## src/rtl/vend_pkg.sv

```systemverilog
// Shared definitions for the vending controller and the display driver:
// state codes, product codes, price table and coin decode.
package vend_pkg;

  typedef enum logic [2:0] {
    S_RESET   = 3'd0,
    S_PRODSEL = 3'd1,
    S_AMTSEL  = 3'd2,
    S_DISP    = 3'd3,
    S_CHNG    = 3'd4,
    S_REFUND  = 3'd5,
    S_STOCK   = 3'd6
  } state_t;

  localparam logic [3:0] PROD_A = 4'hA;
  localparam logic [3:0] PROD_B = 4'hB;
  localparam logic [3:0] PROD_C = 4'hC;
  localparam logic [3:0] PROD_D = 4'hD;
  localparam logic [3:0] PROD_E = 4'hE;
  localparam int         NUM_PROD = 5;

  // Fixed price table; unknown codes price at 0.
  function automatic logic [3:0] prod_price(input logic [3:0] prod);
    case (prod)
      PROD_A:  return 4'd5;
      PROD_B:  return 4'd8;
      PROD_C:  return 4'd10;
      PROD_D:  return 4'd12;
      PROD_E:  return 4'd15;
      default: return 4'd0;
    endcase
  endfunction

  // Product rotation A->B->C->D->E->A; anything unexpected restarts at A.
  function automatic logic [3:0] prod_next(input logic [3:0] prod);
    case (prod)
      PROD_A:  return PROD_B;
      PROD_B:  return PROD_C;
      PROD_C:  return PROD_D;
      PROD_D:  return PROD_E;
      default: return PROD_A;
    endcase
  endfunction

  // Coin code to value: 00=1, 01=2, 10=5, 11=10.
  function automatic logic [3:0] coin_value(input logic [1:0] code);
    case (code)
      2'b00:   return 4'd1;
      2'b01:   return 4'd2;
      2'b10:   return 4'd5;
      default: return 4'd10;
    endcase
  endfunction

  // Credit addition saturating at 15 so the 4-bit display value never wraps.
  function automatic logic [3:0] money_add(input logic [3:0] a, input logic [3:0] b);
    logic [4:0] s;
    s = {1'b0, a} + {1'b0, b};
    return (s > 5'd15) ? 4'd15 : s[3:0];
  endfunction

endpackage

```

## src/rtl/vend_timer.sv

```systemverilog
// Loadable down-counter shared by the dwell and idle-timeout uses.
// done is high during the cycle in which the count is 1, so a load of N
// makes the owning state exit exactly N edges after the load edge.
module vend_timer #(
  parameter int W = 4
) (
  input  logic         clk,
  input  logic         rst,
  input  logic         load,
  input  logic         clear,
  input  logic [W-1:0] load_val,
  output logic         done
);

  logic [W-1:0] r_cnt;

  // Count down to zero and park there; load wins over the decrement.
  always_ff @(posedge clk) begin
    if (rst || clear) r_cnt <= '0;
    else if (load)    r_cnt <= load_val;
    else if (r_cnt != '0) r_cnt <= r_cnt - 1'b1;
  end

  assign done = (r_cnt == W'(1));

endmodule

```

## src/rtl/vend_ctrl.sv

```systemverilog
// Vending-machine control FSM feeding the seven-segment display driver.
// Holds state, selected product/price, credit, per-product stock and LEDs.
module vend_ctrl
  import vend_pkg::*;
#(
  parameter int STOCK_INIT = 3,
  parameter int DWELL      = 2000,
  parameter int TIMEOUT    = 10000
) (
  input  logic       clk_1ms,
  input  logic       rst,
  input  logic       btn_next,
  input  logic       btn_sel,
  input  logic       btn_cancel,
  input  logic       coin_valid,
  input  logic [1:0] coin_val,
  input  logic       restock,
  output logic [2:0] ps,
  output logic [3:0] CurrProd,
  output logic [3:0] CurrPrice,
  output logic [3:0] money,
  output logic [3:0] LED
);

  localparam int TMAX = (DWELL > TIMEOUT) ? DWELL : TIMEOUT;
  localparam int TW   = $clog2(TMAX + 1);

  state_t                     r_ps, w_ns;
  logic [3:0]                 r_prod, w_prod_nxt, r_price, r_money, w_money_nxt, r_led;
  logic [NUM_PROD-1:0][1:0]   r_stock;
  logic [3:0]                 w_off, w_coin_sum;
  logic [2:0]                 w_idx;
  logic                       w_prod_ok;
  logic [1:0]                 w_stock_cur;
  logic                       w_dec, w_restock;
  logic                       w_tmr_load, w_tmr_clear, w_tmr_done;
  logic [TW-1:0]              w_tmr_val;

  assign w_off       = r_prod - PROD_A;
  assign w_idx       = w_off[2:0];
  assign w_prod_ok   = (r_prod >= PROD_A) && (r_prod <= PROD_E);
  assign w_stock_cur = w_prod_ok ? r_stock[w_idx] : 2'd0;
  assign w_coin_sum  = money_add(r_money, coin_value(coin_val));

  vend_timer #(.W(TW)) u_timer (
    .clk      (clk_1ms),
    .rst      (rst),
    .load     (w_tmr_load),
    .clear    (w_tmr_clear),
    .load_val (w_tmr_val),
    .done     (w_tmr_done)
  );

  // Next-state, product, credit and stock-update decisions.
  always_comb begin
    w_ns        = r_ps;
    w_prod_nxt  = r_prod;
    w_money_nxt = r_money;
    w_dec       = 1'b0;
    w_restock   = 1'b0;
    case (r_ps)
      S_RESET: begin
        w_restock = restock;
        if (btn_sel) w_ns = S_PRODSEL;
      end
      S_PRODSEL: begin
        if (btn_cancel) w_ns = S_RESET;
        else if (btn_sel) begin
          if (w_stock_cur == 2'd0) w_ns = S_STOCK;
          else begin
            w_ns        = S_AMTSEL;
            w_money_nxt = '0;
          end
        end else if (btn_next) w_prod_nxt = prod_next(r_prod);
      end
      S_AMTSEL: begin
        // Cancel still credits a same-cycle coin and beats the vend.
        if (btn_cancel) begin
          w_money_nxt = coin_valid ? w_coin_sum : r_money;
          w_ns        = (w_money_nxt != '0) ? S_REFUND : S_RESET;
        end else if (coin_valid) begin
          w_money_nxt = w_coin_sum;
          if (w_coin_sum >= r_price) begin
            w_ns  = S_DISP;
            w_dec = 1'b1;
          end
        end else if (w_tmr_done) begin
          w_ns = (r_money != '0) ? S_REFUND : S_RESET;
        end
      end
      S_DISP:   if (w_tmr_done) w_ns = (r_money > r_price) ? S_CHNG : S_RESET;
      S_CHNG:   if (w_tmr_done) w_ns = S_RESET;
      S_REFUND: if (w_tmr_done) w_ns = S_RESET;
      S_STOCK:  if (w_tmr_done) w_ns = S_PRODSEL;
      default:  w_ns = S_RESET;
    endcase
    if (w_ns == S_RESET) w_money_nxt = '0;
  end

  // Timer arms on entry to a timed state and re-arms on every AmtSel coin.
  always_comb begin
    w_tmr_load  = ((w_ns != r_ps) &&
                   (w_ns inside {S_AMTSEL, S_DISP, S_CHNG, S_REFUND, S_STOCK})) ||
                  ((r_ps == S_AMTSEL) && (w_ns == S_AMTSEL) && coin_valid);
    w_tmr_val   = (w_ns == S_AMTSEL) ? TW'(TIMEOUT) : TW'(DWELL);
    w_tmr_clear = !w_tmr_load && (w_ns inside {S_RESET, S_PRODSEL});
  end

  // Registered state and display-facing outputs.
  always_ff @(posedge clk_1ms) begin
    if (rst) begin
      r_ps    <= S_RESET;
      r_prod  <= PROD_A;
      r_price <= prod_price(PROD_A);
      r_money <= '0;
      r_led   <= '0;
    end else begin
      r_ps    <= w_ns;
      r_prod  <= w_prod_nxt;
      r_price <= prod_price(w_prod_nxt);
      r_money <= w_money_nxt;
      r_led   <= {w_ns == S_STOCK, w_ns == S_REFUND, w_ns == S_CHNG, w_ns == S_DISP};
    end
  end

  // Per-product stock: refill in Reset, saturating decrement on each vend.
  always_ff @(posedge clk_1ms) begin
    if (rst || w_restock)
      r_stock <= {NUM_PROD{2'(STOCK_INIT)}};
    else if (w_dec && w_prod_ok && (w_stock_cur != 2'd0))
      r_stock[w_idx] <= w_stock_cur - 2'd1;
  end

  assign ps        = r_ps;
  assign CurrProd  = r_prod;
  assign CurrPrice = r_price;
  assign money     = r_money;
  assign LED       = r_led;

endmodule

```

## config.mk

```make
export PLATFORM = sky130hd
export DESIGN_NAME = vend_ctrl
export DESIGN_NICKNAME = d
export VERILOG_FILES = /design/src/rtl/vend_pkg.sv /design/src/rtl/vend_timer.sv /design/src/rtl/vend_ctrl.sv
export SDC_FILE = /design/constraint.sdc
export NUM_CORES = 1
export LEC_CHECK = 0
export CORE_AREA = 2 2 74 76
export CTS_CLUSTER_DIAMETER = 150
export DETAILED_ROUTE_END_ITERATION = 8
export DIE_AREA = 0 0 76 78
export HOLD_SLACK_MARGIN = 0.1
export PLACE_DENSITY = 0.79
export SLEW_MARGIN = 20
export SYNTH_ARGS = -nofsm -noshare
export SYNTH_HDL_FRONTEND = slang
export SYNTH_SLANG_ARGS = --single-unit
```

## constraint.sdc

```tcl
create_clock -name clk_1ms -period 4.17 [get_ports clk_1ms]
set_input_delay 0.417 -clock clk_1ms [delete_from_list [all_inputs] [get_ports clk_1ms]]
set_output_delay 0.417 -clock clk_1ms [all_outputs]
set_load 0.005 [all_outputs]
```

* After elaboration in Yosys (flattened, before gate mapping)
Cells that the tools add are included.
** Word-level totals
- ROM bits :: 0
- Register bits :: 43
- Memory bits (writable) :: 0
- Output and inout bits :: 19
- Bits in latches :: 0
- Memories kept :: 0
- Word-level logic and storage cells :: 119
** Operators by class
- Multiply operators :: 0
- Reduce and logical (&&, ||, !) cells :: 27
- Bitwise operators :: 0
- Multiplexer cells :: 42
- Add/subtract/negate cells :: 4
- Order comparisons :: 7
- Div/mod/pow operators :: 0
- Equal/unequal tests :: 28
- Shifts and indexed selects :: 0
** Operators by type and width (number)
- two-way mux 14 bit :: 3
- two-way mux 3 bit :: 14
- == test 4 bit (second input constant) :: 9
- two-way mux 4 bit :: 9
- one-hot mux 4 bit (5 select lines) :: 1
- == test 3 bit (second input constant) :: 6
- one-hot mux 3 bit (6 select lines) :: 1
- == test 14 x 1 -> 1 bit (second input constant) :: 1
- nonzero test 14 bit :: 1
- subtractor 14 x 1 -> 14 bit (second input constant) :: 1
- == test 3 x 2 -> 1 bit (second input constant) :: 4
- one-hot mux 3 bit (4 select lines) :: 1
- one-hot mux 4 bit (3 select lines) :: 1
- bitwise mux 10 bit :: 1
- logical AND 1 bit :: 8
- one-hot mux 4 bit (2 select lines) :: 1
- nonzero test 2 bit :: 4
- nonzero test 4 bit :: 2
- binary-select mux 2 bit (select 3 bit) :: 1
- demux 2 bit (select 3 bit) :: 1
- == test 3 x 1 -> 1 bit (second input constant) :: 2
- zero test 3 bit :: 2
- two-way mux 2 bit :: 3
- != test 2 bit (second input constant) :: 3
- other kinds (20) :: 28

* Depth between registers and ports, before layout
Gate-level depths: netlist (run 1).
- Depth after elaboration :: 17
- Mapped depth :: 13
- Gate-level depth less buffers :: 13

* Cells and area by module
From an unflattened synthesis (run 1), not the netlist that was laid out.
** Second synthesis, totals
- Cells, all modules :: 366
- Area total of the unflattened synthesis :: 3072.9 um^2
** By module, submodules not included
- vend_ctrl :: sequential area each 580.6 um^2, cells an instance 263, area an instance 2219.6 um^2, instances 1
- vend_timer :: sequential area each 280.3 um^2, cells an instance 103, area an instance 853.3 um^2, instances 1

* Worst setup path before layout (run 1)
No wires, ideal clock.
- Kind :: input to register
- Start point :: input port coin_val[0]
- End point :: register r_led[3], in the netlist LED[3]
- Required time :: 4.074 ns
- Library setup time :: 0.096 ns
- Slack :: 0.963 ns
- Arrival time :: 3.111 ns
- Buffers on the path :: 0
- Stages on the path :: 13
- Cells stage by stage :: inv_1 -> ha_1 -> fa_1 -> nand3_1 -> nand2_1 -> or2_2 -> ha_1 -> o21ai_0 -> a21oi_1 -> o31ai_1 -> a32oi_1 -> nor2_1 -> nor4b_1
** On the way
- Cells in the longest elaborated chain, start to end :: 11
- Elaborated cells between the ends (all ways) :: 16
- Those cells by class :: add/sub (1); order compare (2); eq/ne (3); mux (8); reduce/logical (2)
** Ends and longest elaborated chain
- start, declared :: RTL line vend_ctrl.sv:16 : input logic [1:0] coin_val,
- == test 2 bit (tied with other cells) :: RTL line vend_pkg.sv:47 : case (code)
- one-hot mux 4 bit (3 select lines) * :: RTL line vend_pkg.sv:47
- adder 4 x 4 -> 5 bit * :: RTL line vend_pkg.sv:58 : s = {1'b0, a} + {1'b0, b};
- > comparator 5 x 4 -> 1 bit :: RTL line vend_pkg.sv:59 : return (s > 5'd15) ? 4'd15 : s[3:0];
- two-way mux 4 bit * :: RTL line vend_pkg.sv:59
- >= comparator 4 bit / two-way mux 4 bit (equally long branches)
- two-way mux 3 bit / nonzero test 4 bit (equally long branches) :: RTL line vend_ctrl.sv:83, vend_ctrl.sv:80
- two-way mux 3 bit, on equally long branches :: RTL line vend_ctrl.sv:81, vend_ctrl.sv:80
- two-way mux 3 bit * :: RTL line vend_ctrl.sv:78 : if (btn_cancel) begin
- one-hot mux 3 bit (6 select lines) * :: RTL line vend_ctrl.sv:61 : case (r_ps)
- == test 3 bit * :: RTL line vend_ctrl.sv:122 : r_led <= {w_ns == S_STOCK, w_ns == S_REFUND, w_ns == S_CHNG, w_ns == S_DISP};
- end signal, assigned :: RTL line vend_ctrl.sv:122
- end, declared :: RTL line vend_ctrl.sv:29 : logic [3:0] r_prod, w_prod_nxt, r_price, r_money, w_money_nxt, r_led;
Mark *: on every way between the ends. The rest lies on a longest branch, timed or not.
A chain may end at the register's enable or synchronous reset.

* Final worst setup path (run 1)
- Start point :: input port coin_val[0]
- End point :: register r_stock[5] (netlist bit)
** On the way
- Cells in the longest elaborated chain, start to end :: 12
- Elaborated cells between the ends (all ways) :: 14
- Those cells by class :: add/sub (1); order compare (2); eq/ne (2); mux (6); reduce/logical (3)
** Ends and longest elaborated chain
- == test 2 bit (tied with other cells) :: RTL line vend_pkg.sv:47
- one-hot mux 4 bit (3 select lines) * :: RTL line vend_pkg.sv:47
- adder 4 x 4 -> 5 bit * :: RTL line vend_pkg.sv:58
- > comparator 5 x 4 -> 1 bit :: RTL line vend_pkg.sv:59
- two-way mux 4 bit * :: RTL line vend_pkg.sv:59
- >= comparator 4 bit * :: RTL line vend_ctrl.sv:83 : if (w_coin_sum >= r_price) begin
- two-way mux 1 bit * :: RTL line vend_ctrl.sv:83
- two-way mux 1 bit * :: RTL line vend_ctrl.sv:81 : end else if (coin_valid) begin
- two-way mux 1 bit * :: RTL line vend_ctrl.sv:78
- two-way mux 1 bit * :: RTL line vend_ctrl.sv:61
- logical AND 1 bit * (2 in series) :: RTL line vend_ctrl.sv:130 : else if (w_dec && w_prod_ok && (w_stock_cur != 2'd0))
- end signal, assigned :: RTL line vend_ctrl.sv:129 : r_stock <= {NUM_PROD{2'(STOCK_INIT)}};
- end signal, assigned by index :: RTL line vend_ctrl.sv:131 : r_stock[w_idx] <= w_stock_cur - 2'd1;
- end, declared :: RTL line vend_ctrl.sv:30 : logic [NUM_PROD-1:0][1:0] r_stock;
Marks and branches as above.

==> flow_summary_export.csv, run 1 <==
group,metric,value,unit
run_status,status,"finished clean",
routing,post-route-drc-count,0,
sta,timing.clock.skew,13.0,ps
power,netSwitchingFraction,27.7,%
clock_tree,htreeDepth,2,
yosys,yosys_warn_count,0,
clock_tree,hold_buffers,0,
cells_and_area,mostFrequentLayoutCells,"dfxtp_1 (43), nand2_1 (31), nor2_1 (29), clkdlybuf4s50_1 (27), inv_1 (19)",
yosys,synth_area,2890,µm²
power,power.sequential.fraction,44.6,%
sta,grt_setup_unrepaired,"no",
place,portBuffers,27,
yosys,ys_types,69,
cells_and_area,num-nets-final,389,
yosys,ys_seq_area_share,29.7,%
global_routing,first_pass_grt_wire_length,11600,µm
power,p_comb_share,21.5,%
cells_and_area,post_route_cells_drive_above_1_share,8.84,%
clock_tree,numClockSinks,43,
yosys,synthesized_area_divided_by_synthesized_cell_count,8.61,µm²
hold_path,holdCritPathClass,"reg2reg",
yosys,synth.top_cell.area_share,29.7,%
sta,fmax,0.267,GHz
sta,tns,0,ps
yosys,async_reset_ff_share,0,%
routing,ant_nets,0,
worst_setup_path,setup.worst_path.start_class,"input pin",
sta,finalMaxSlewViolations,0,
worst_setup_path,crit_required,4310,ps
floorplanning,die_width,76,µm
floorplanning,area_inside_the_core_boundary,5040,µm²
yosys,synthDominantAreaCellType,"dfxtp_1",
place,place.detailed.hpwl,5170,µm
hold_path,min_delay_startpoint,"r_stock[2]",
clock_tree,cts.path.max_buffers,2,
sta,actual_slew_at_the_worst_max_slew_pin,1020,ps
yosys,synth_nets,364,
routing,dr.first_iter.drc_count,186,
clock_tree,cts.root.buffer_cell,"clkbuf_8",
floorplanning,dieHeight,78,µm
floorplanning,starting_utilization_of_the_core_area,57.4,%
global_routing,globalRouteTotalUtil,23.8,%
clock_tree,number_of_buffers_added_for_setup_after_cts,0,
sta,hold_viol_final,0,
routing,avgViaCountPerCell,6.20,
worst_setup_path,critical_path.reg2reg.endpoint,"r_stock[5]",
yosys,synthesized_instance_count,336,
worst_setup_path,worst_case_register_to_register_setup_slack,490,ps
worst_setup_path,critical_path_class,"in2reg",
place,routabilityCongestion,0.887,
power,irDropWorstVdd,0.297,mV
power,power.share.clock,33.9,%
clock_tree,cts.repair.resized,0,
job,cap_viol_max_count,0,
worst_setup_path,worstRegToRegCells,10,
cells_and_area,antenna_cells,0,
cells_and_area,layout.core_utilization,65.9,%
floorplanning,design.die.area,5930,µm²
clock_tree,clkTransAtPathRegs,80,ps
sta,slew-limit-headroom,32.0,%
clock_tree,cts-buffers-inserted,5,
worst_setup_path,critical_path.reg2reg.startpoint,"CurrProd[1]",
global_routing,grt_antenna_before_repair,0,
sta,layout_min_cycle_time,3750,ps
clock_tree,clock_latency,290,ps
floorplanning,num_rows,26,
cells_and_area,area_delta_synth_final,14.7,%
worst_setup_path,worst_ep_arrival_time,3890,ps
floorplanning,io-pin-count,28,
clock_tree,cts_tree,"done",
yosys,synth.top_cells.by_area,"dfxtp_1 (30%), ha_1 (7.8%), nand2_1 (4.0%), mux2i_1 (3.8%), nor2_1 (3.8%)",
hold_path,worstHoldEndpoint,"r_stock[2]",
power,p_per_area,292,nW/µm²
routing,finalWirelength,6950,µm
cells_and_area,fillers,411,
hold_path,whs_path_depth,2,
sta,min_period_over_period,89.9,%
cells_and_area,register_area,861,µm²
global_routing,grt_pass1_vias,2392,
power,netSwitchingPower,269,µW
routing,wire_per_inst,16.1,µm
routing,drtPass1Iterations,5,
routing,dr_total_vias,2679,
power,power.leakage,1.31,nW
global_routing,grt_start_max_net_pins,19,
yosys,ys_dominant_reg_cell,"dfxtp_1",
global_routing,grt_remaining_overflow,0,
power,cell_internal_pwr,702,µW
worst_setup_path,max_fo_critical_path,5,
worst_setup_path,crit_path_end_kind,"register",
yosys,yosys_register_bits,43,
yosys,synth_edf_count,0,
cells_and_area,layout.cells.most_common,"dfxtp_1",
cells_and_area,multi_input_gate_area,1900,µm²
sta,finalSetupViolations,0,
cell usage after synthesis (2+ instances only):
cell type and number:
nor4_1 4, o31ai_1 2, and4b_1 2, a211oi_1 2
a311oi_1 4, and2_1 2, o211ai_1 5, nor3b_1 3
ha_1 18, xor2_1 4, or2_2 3, nor2b_1 4
buf_4 4, or4_1 3, xnor2_1 9, inv_1 19
dfxtp_1 43, clkbuf_1 6, a21o_1 3, nor2_1 29
mux4_2 2, o22ai_1 2, nand4_1 6, o21ai_0 15
mux2i_1 11, a211o_2 2, nand3_1 10, a31oi_1 9
a22oi_1 2, nand2_1 31, and3_1 3, or3_1 3
mux2_2 2, a21oi_1 13, nor3_1 12, nor4b_1 6
a32o_1 2, nand2b_1 5
logic make-up after synthesis:
logic type / after synthesis / share of synthesized area, %
buffers and inverters: 30 / 4.67
adders and majority gates: 19 / 8.47
xor gates and xnor gates: 13 / 3.93
AOI/OAI and AO/OA: 77 / 19.9
muxes: 15 / 6.14
DFF: 43 / 29.7
and+or+nand+nor: 139 / 27.1
metal layers:
layer | vias to the layer above | share of wire [%] | GRT usage, %
li1 | 1308 | - | -
met1 | 1272 | 45 | 32.2
met2 | 93 | 48 | 39.7
met3 | 6 | 6.3 | 3.37
met4 | 0 | 0.72 | 7.09
met5 | - | 0 | 0
registers in the layout, summed over array words and instances (netlist names):
register,cells
CurrProd,4
ps,3
u_timer.r_cnt,14
money,4
r_stock,10
CurrPrice,4
LED,4
critical path: stages:
cell,delay [ps]
clkdlybuf4s50_1,580
inv_1,70
ha_1,220
fa_1,450
nand3_1,110
nand2_1,70
or2_2,290
ha_1,270
o21ai_0,70
a21oi_1,160
o31ai_1,140
buf_4,170
nor4b_1,530
mux2i_1,270
nand2_1,80
stage by stage:
step / std cells / instance area (µm²) / hold WS, ps / worst slack (ps) / power, mW
5_1_grt: 432 / 3320 / 499 / 88.4 / 1.02
4_1_cts: 432 / 3320 / 481 / 422 / 0.975
3_5_place_dp: 424 / 3200 / 461 / 102 / 0.648
2_1_floorplan: 336 / 2890 / 436 / 963 / 0.599
3_3_place_gp: 424 / 3200 / 454 / 254 / 0.643
6_report: 432 / 3320 / 478 / 421 / 0.971
power by group through the flow:
stage / registers [mW] / clock network (mW) / logic, mW
floorplan: 0.436 / 0 / 0.163
global placement: 0.442 / 0 / 0.201
detailed placement: 0.443 / 0 / 0.205
CTS: 0.433 / 0.335 / 0.207
global route: 0.435 / 0.348 / 0.233
finish: 0.434 / 0.329 / 0.208
worst max-delay path by stage:
stage | startpoint | end | slack, ps | cells past startpoint
after floorplan | coin_val[0] | LED[3] | 960 | 13
after global placement | coin_val[0] | u_timer.r_cnt[1] | 250 | 14
after detailed placement | coin_val[0] | r_stock[1] | 100 | 14
after CTS | coin_val[0] | r_stock[5] | 420 | 15
after global routing | coin_val[0] | r_stock[1] | 90 | 15
final | coin_val[0] | r_stock[5] | 420 | 15
final cells by class:
| type | instances | area share, % |
|---|---|---|
| clock inverters | 2 | 1.06 |
| multi-input cells | 263 | 57.2 |
| well taps | 70 | 2.64 |
| repair buffers | 29 | 8.59 |
| inverters | 19 | 2.15 |
| clock buffers | 6 | 2.49 |
| flip-flops and latches | 43 | 25.9 |
No activity file was read; power rests on OpenSTA's default activity.
==> run 2: changes to the inputs <==
--- a/config.mk
+++ b/config.mk
@@ -9,9 +9,11 @@
 export CTS_CLUSTER_DIAMETER = 150
 export DETAILED_ROUTE_END_ITERATION = 8
 export DIE_AREA = 0 0 76 78
+export GPL_ROUTABILITY_DRIVEN = 0
 export HOLD_SLACK_MARGIN = 0.1
 export PLACE_DENSITY = 0.79
 export SLEW_MARGIN = 20
 export SYNTH_ARGS = -nofsm -noshare
 export SYNTH_HDL_FRONTEND = slang
 export SYNTH_SLANG_ARGS = --single-unit
+export TNS_END_PERCENT = 10
==> run 2 against run 1 <==
Net effect: non-clock buffer count unchanged; combinational power about the same; critical path type unchanged; register-to-register slack better by 30 ps; via count decreased by 3.1%; largest power group unchanged; critical path depth shrank 1; total power increased by 0.87%.
==> flow_summary_export.csv, run 2 (synthesis results as in run 1) <==
group,metric,value,unit
run_status,status,"finished clean",
global_routing,grt_pass1_vias,2456,
sta,finalSetupViolations,0,
power,power.leakage,1.31,nW
floorplanning,die_width,76,µm
worst_setup_path,critical_path.reg2reg.startpoint,"CurrProd[1]",
cells_and_area,num-nets-final,389,
global_routing,grt_use_met3,4.88,%
global_routing,grt_remaining_overflow,0,
clock_tree,cts.root.buffer_cell,"clkbuf_8",
global_routing,met1_usage,33.2,%
clock_tree,numClockSinks,43,
cells_and_area,post_route_cells_drive_above_1_share,8.84,%
clock_tree,clock_latency,300,ps
sta,finalMaxSlewViolations,0,
floorplanning,starting_utilization_of_the_core_area,57.4,%
sta,tns,0,ps
global_routing,fraction_of_met2_tracks_used_by_global_routing,39.2,%
routing,finalWirelength,6780,µm
hold_path,min_delay_startpoint,"r_stock[9]",
routing,ant_nets,0,
global_routing,grt_start_max_net_pins,19,
cells_and_area,final_design_area_no_fill,3320,µm²
global_routing,globalRouteTotalUtil,24.6,%
worst_setup_path,max_fo_critical_path,5,
cells_and_area,largest_register,"u_timer.r_cnt",
place,portBuffers,27,
routing,post-route-drc-count,0,
floorplanning,area_inside_the_core_boundary,5040,µm²
worst_setup_path,crit_path_end_kind,"register",
cells_and_area,largest_reg_flops,14,
job,cap_viol_max_count,0,
cells_and_area,area_delta_synth_final,14.7,%
clock_tree,cts.repair.resized,0,
sta,min_period_over_period,90.9,%
floorplanning,dieHeight,78,µm
sta,hold_viol_final,0,
clock_tree,cts_tree,"done",
sta,timing.clock.skew,11.6,ps
floorplanning,io-pin-count,28,
place,placedInstanceArea,3200,µm²
sta,fmax,0.264,GHz
global_routing,first_pass_grt_wire_length,11900,µm
cells_and_area,layout.cells.most_common,"dfxtp_1",
worst_setup_path,setup.worst_path.start_class,"input pin",
sta,layout_min_cycle_time,3790,ps
routing,avgViaCountPerCell,6.01,
global_routing,gr-max-usage-layer,"met2",
routing,wire_per_inst,15.7,µm
cells_and_area,biggestRegsByFlops,"u_timer.r_cnt x14, r_stock x10",
global_routing,grt_antenna_before_repair,0,
sta,grt_setup_unrepaired,"no",
floorplanning,num_rows,26,
clock_tree,number_of_buffers_added_for_setup_after_cts,0,
place,place.detailed.hpwl,5070,µm
clock_tree,cts.path.max_buffers,2,
worst_setup_path,worst_ep_arrival_time,3960,ps
hold_path,holdCritPathClass,"reg2reg",
worst_setup_path,critical_path_class,"in2reg",
sta,actual_slew_at_the_worst_max_slew_pin,1040,ps
cells_and_area,mostFrequentLayoutCells,"dfxtp_1 (43), nand2_1 (31), nor2_1 (29), clkdlybuf4s50_1 (27), inv_1 (19)",
clock_tree,cts-buffers-inserted,5,
worst_setup_path,crit_path_start,"coin_val[0]",
power,p_per_area,295,nW/µm²
power,irDropWorstVdd,0.202,mV
clock_tree,clkTransAtPathRegs,80,ps
floorplanning,design.die.area,5930,µm²
cells_and_area,antenna_cells,0,
clock_tree,htreeDepth,2,
worst_setup_path,crit_required,4340,ps
routing,dr_total_vias,2595,
clock_tree,hold_buffers,0,
sta,slew-limit-headroom,30.6,%
routing,drtPass1Iterations,4,
routing,dr.first_iter.drc_count,148,
[run 2: cell counts in the layout (fill, tap and decap cells not counted)]
Identical to the previous run, type by type.
[run 2: per-stage QoR]
stage                     hold WS, ps  utilization (%)  std cells  power (mW)  setup slack (ps)
after floorplan                   436                -        336       0.599               963
after global placement            453             63.5        424       0.643               196
after detailed placement          460             63.5        424       0.647              81.8
after CTS                         483             65.9        432       0.984               392
after global routing              512             65.9        432        1.03              33.9
final                             478             65.9        432       0.980               381
[run 2: worst max-delay path, cell delays in order]
cell and delay, ps:
clkdlybuf4s50_1 580, inv_1 70, ha_1 220, fa_1 440
nand3_1 110, nand2_1 70, or2_2 300, ha_1 280
o21ai_0 140, a21oi_1 80, o31ai_1 410, a32oi_1 200
nor2_1 290, nor4b_1 360
[run 2: final cells by class]
type / count / area (µm²)
clock buffer: 6 / 82.6
clock inverter: 2 / 35.0
fill: 423 / 1720
inverter: 19 / 71.3
multi-input combinational: 263 / 1900
sequential: 43 / 861
tap: 70 / 87.6
timing repair buffer: 29 / 285
[run 2: path summary, 6_finish.rpt]
check                    end  slack [ps]  cells past startpoint
hold reg to reg   r_stock[9]         480                      2
setup reg to reg  r_stock[1]         520                     10
setup / recovery      LED[1]         380                     14
hold / removal    r_stock[9]         480                      2
[run 2: per-layer routing]
layer  share of wire [%]  routed length (µm)
met5                   0                   0
met4                 1.4                  95
met3                 5.4                 367
met2                  46                3100
met1                  47                3210
[run 2: power breakdown]
part,internal (mW),switching (mW)
combinational,0.0896,0.118
clock,0.194,0.145
sequential,0.418,0.0151
total,0.702,0.278
==> run 3: changes to the inputs <==
--- a/config.mk
+++ b/config.mk
@@ -5,13 +5,15 @@
 export SDC_FILE = /design/constraint.sdc
 export NUM_CORES = 1
 export LEC_CHECK = 0
-export CORE_AREA = 2 2 74 76
+export CELL_PAD_IN_SITES_DETAIL_PLACEMENT = 0
+export CELL_PAD_IN_SITES_GLOBAL_PLACEMENT = 1
+export CORE_AREA = 2 2 85 87
 export CTS_CLUSTER_DIAMETER = 150
 export DETAILED_ROUTE_END_ITERATION = 8
-export DIE_AREA = 0 0 76 78
+export DIE_AREA = 0 0 87 89
 export GPL_ROUTABILITY_DRIVEN = 0
 export HOLD_SLACK_MARGIN = 0.1
-export PLACE_DENSITY = 0.79
+export PLACE_DENSITY_LB_ADDON = 0.1
 export SLEW_MARGIN = 20
 export SYNTH_ARGS = -nofsm -noshare
 export SYNTH_HDL_FRONTEND = slang
==> run 3 against run 2 <==
Net effect: hold slack got worse by 0.74 ps; cell count increased by 3.2%; clock skew decreased by 4.1 ps; clock power increased by 14%; die area increased by 31%; via count decreased by 0.50%; sequential share of layout area decreased by 0.44 points; maximum frequency increased by 1.9%; critical path type unchanged.
==> flow_summary_export.csv, run 3 (synthesis results as in run 1) <==
group,metric,value,unit
routing,dr.first_iter.drc_count,169,
cells_and_area,post_layout_nonfiller_instances,446,
cells_and_area,register_area,861,µm²
floorplanning,area_inside_the_core_boundary,6720,µm²
clock_tree,cts.repair.resized,0,
cells_and_area,largest_reg_flops,14,
clock_tree,number_of_buffers_added_for_setup_after_cts,0,
clock_tree,cts.path.max_buffers,2,
sta,layout_min_cycle_time,3720,ps
clock_tree,htreeDepth,2,
sta,fmax,0.269,GHz
power,p_per_area,304,nW/µm²
floorplanning,design.die.area,7740,µm²
routing,ant_nets,0,
clock_tree,clock_latency,300,ps
worst_setup_path,critical_path_class,"in2reg",
worst_setup_path,crit_required,4330,ps
clock_tree,clkTransAtPathRegs,80,ps
floorplanning,dieHeight,89,µm
cells_and_area,area_delta_synth_final,16.7,%
clock_tree,cts.root.buffer_cell,"clkbuf_8",
global_routing,globalRouteTotalUtil,19.7,%
routing,dr_total_vias,2582,
cells_and_area,layout.cells.most_common,"dfxtp_1",
global_routing,grt_remaining_overflow,0,
cells_and_area,num-nets-final,393,
cells_and_area,fillers,657,
floorplanning,num_rows,30,
power,irDropWorstVdd,0.235,mV
routing,finalWirelength,7200,µm
power,power.share.clock,37.5,%
routing,post-route-drc-count,0,
sta,grt_setup_unrepaired,"no",
routing,wire_per_inst,16.1,µm
sta,tns,0,ps
power,power.sequential.fraction,42.2,%
cells_and_area,mostFrequentLayoutCells,"dfxtp_1 (43), nand2_1 (31), nor2_1 (29), clkdlybuf4s50_1 (27), inv_1 (19)",
clock_tree,hold_buffers,0,
clock_tree,numClockSinks,43,
place,dp_slack,133,ps
sta,timing.clock.skew,7.53,ps
cells_and_area,multi_input_gate_area,1900,µm²
place,place.detailed.hpwl,5460,µm
power,cell_internal_pwr,749,µW
clock_tree,cts_tree,"done",
routing,drtPass1Iterations,4,
sta,finalHoldWorstSlack,477,ps
floorplanning,starting_utilization_of_the_core_area,43.1,%
job,cap_viol_max_count,0,
global_routing,first_pass_grt_wire_length,12000,µm
worst_setup_path,setup.worst_path.start_class,"input pin",
sta,smallest_setup_slack_after_layout,451,ps
clock_tree,cts-buffers-inserted,5,
worst_setup_path,max_fo_critical_path,5,
cells_and_area,antenna_cells,0,
sta,slew-limit-headroom,42.2,%
place,portBuffers,27,
worst_setup_path,crit_path_end_kind,"register",
power,netSwitchingFraction,27.1,%
floorplanning,die_width,87,µm
cells_and_area,post_route_cells_drive_above_1_share,9.56,%
global_routing,grt_antenna_before_repair,0,
run_status,status,"finished clean",
sta,finalMaxSlewViolations,0,
worst_setup_path,worst_ep_arrival_time,3880,ps
routing,avgViaCountPerCell,5.79,
sta,finalSetupViolations,0,
power,power.leakage,1.33,nW
cells_and_area,biggestRegsByFlops,"u_timer.r_cnt x14, r_stock x10",
hold_path,holdCritPathClass,"reg2reg",
place,place.detailed.instances,438,
sta,min_period_over_period,89.2,%
sta,actual_slew_at_the_worst_max_slew_pin,863,ps
global_routing,grt_start_max_net_pins,18,
cells_and_area,largest_register,"u_timer.r_cnt",
power,p_comb_share,20.3,%
sta,hold_viol_final,0,
global_routing,grt_pass1_vias,2403,
power,netSwitchingPower,279,µW
floorplanning,io-pin-count,28,
run 3: layer usage:
layer  vias to the layer above  global-route usage [%]  wire length (µm)
met2                        29                    33.2              3310
met1                      1225                    25.8              3580
met4                         0                    6.25               116
met3                         9                    3.32               190
li1                       1319                       -                 -
met5                         -                       0                 0
run 3: per-stage QoR:
stage                     total power, mW  cell area, µm²  utilization, %
after floorplan                     0.599            2890               -
after global placement              0.652            3250            48.3
after detailed placement            0.651            3250            48.3
after CTS                            1.04            3380            50.3
after global routing                 1.08            3380            50.3
final                                1.03            3380            50.3
run 3: critical path: stages:
cell	delay [ps]
clkdlybuf4s50_1	570
inv_1	70
ha_1	220
fa_1	440
a211o_1	260
a21o_1	200
ha_1	270
o21ai_0	70
a21oi_1	170
o31ai_1	140
buf_4	170
nor4b_1	560
mux2i_1	250
nand2_1	70
run 3: path summary, 6_finish.rpt:
| path | slack, ps | start | cells after the start | to |
|---|---|---|---|---|
| worst max-delay path | 450 | coin_val[0] | 14 | r_stock[4] |
| worst max register to register | 690 | CurrProd[1] | 10 | r_stock[4] |
| worst min register to register | 480 | r_stock[6] | 2 | r_stock[6] |
| worst min-delay path | 480 | r_stock[6] | 2 | r_stock[6] |
run 3: layout make-up:
class	count	share of cell area [%]
clock buffers	6	2.15
clock inverters	2	1.78
well taps	80	2.96
inverters	19	2.11
flip-flops and latches	43	25.5
repair buffers	33	9.33
multi-input cells	263	56.2
run 3: power groups by stage:
stage	Sequential [mW]	Clock (mW)	Combinational [mW]
2_1_floorplan	0.436	0	0.163
3_3_place_gp	0.443	0	0.209
3_5_place_dp	0.443	0	0.208
4_1_cts	0.433	0.394	0.210
5_1_grt	0.435	0.413	0.234
6_report	0.433	0.385	0.209
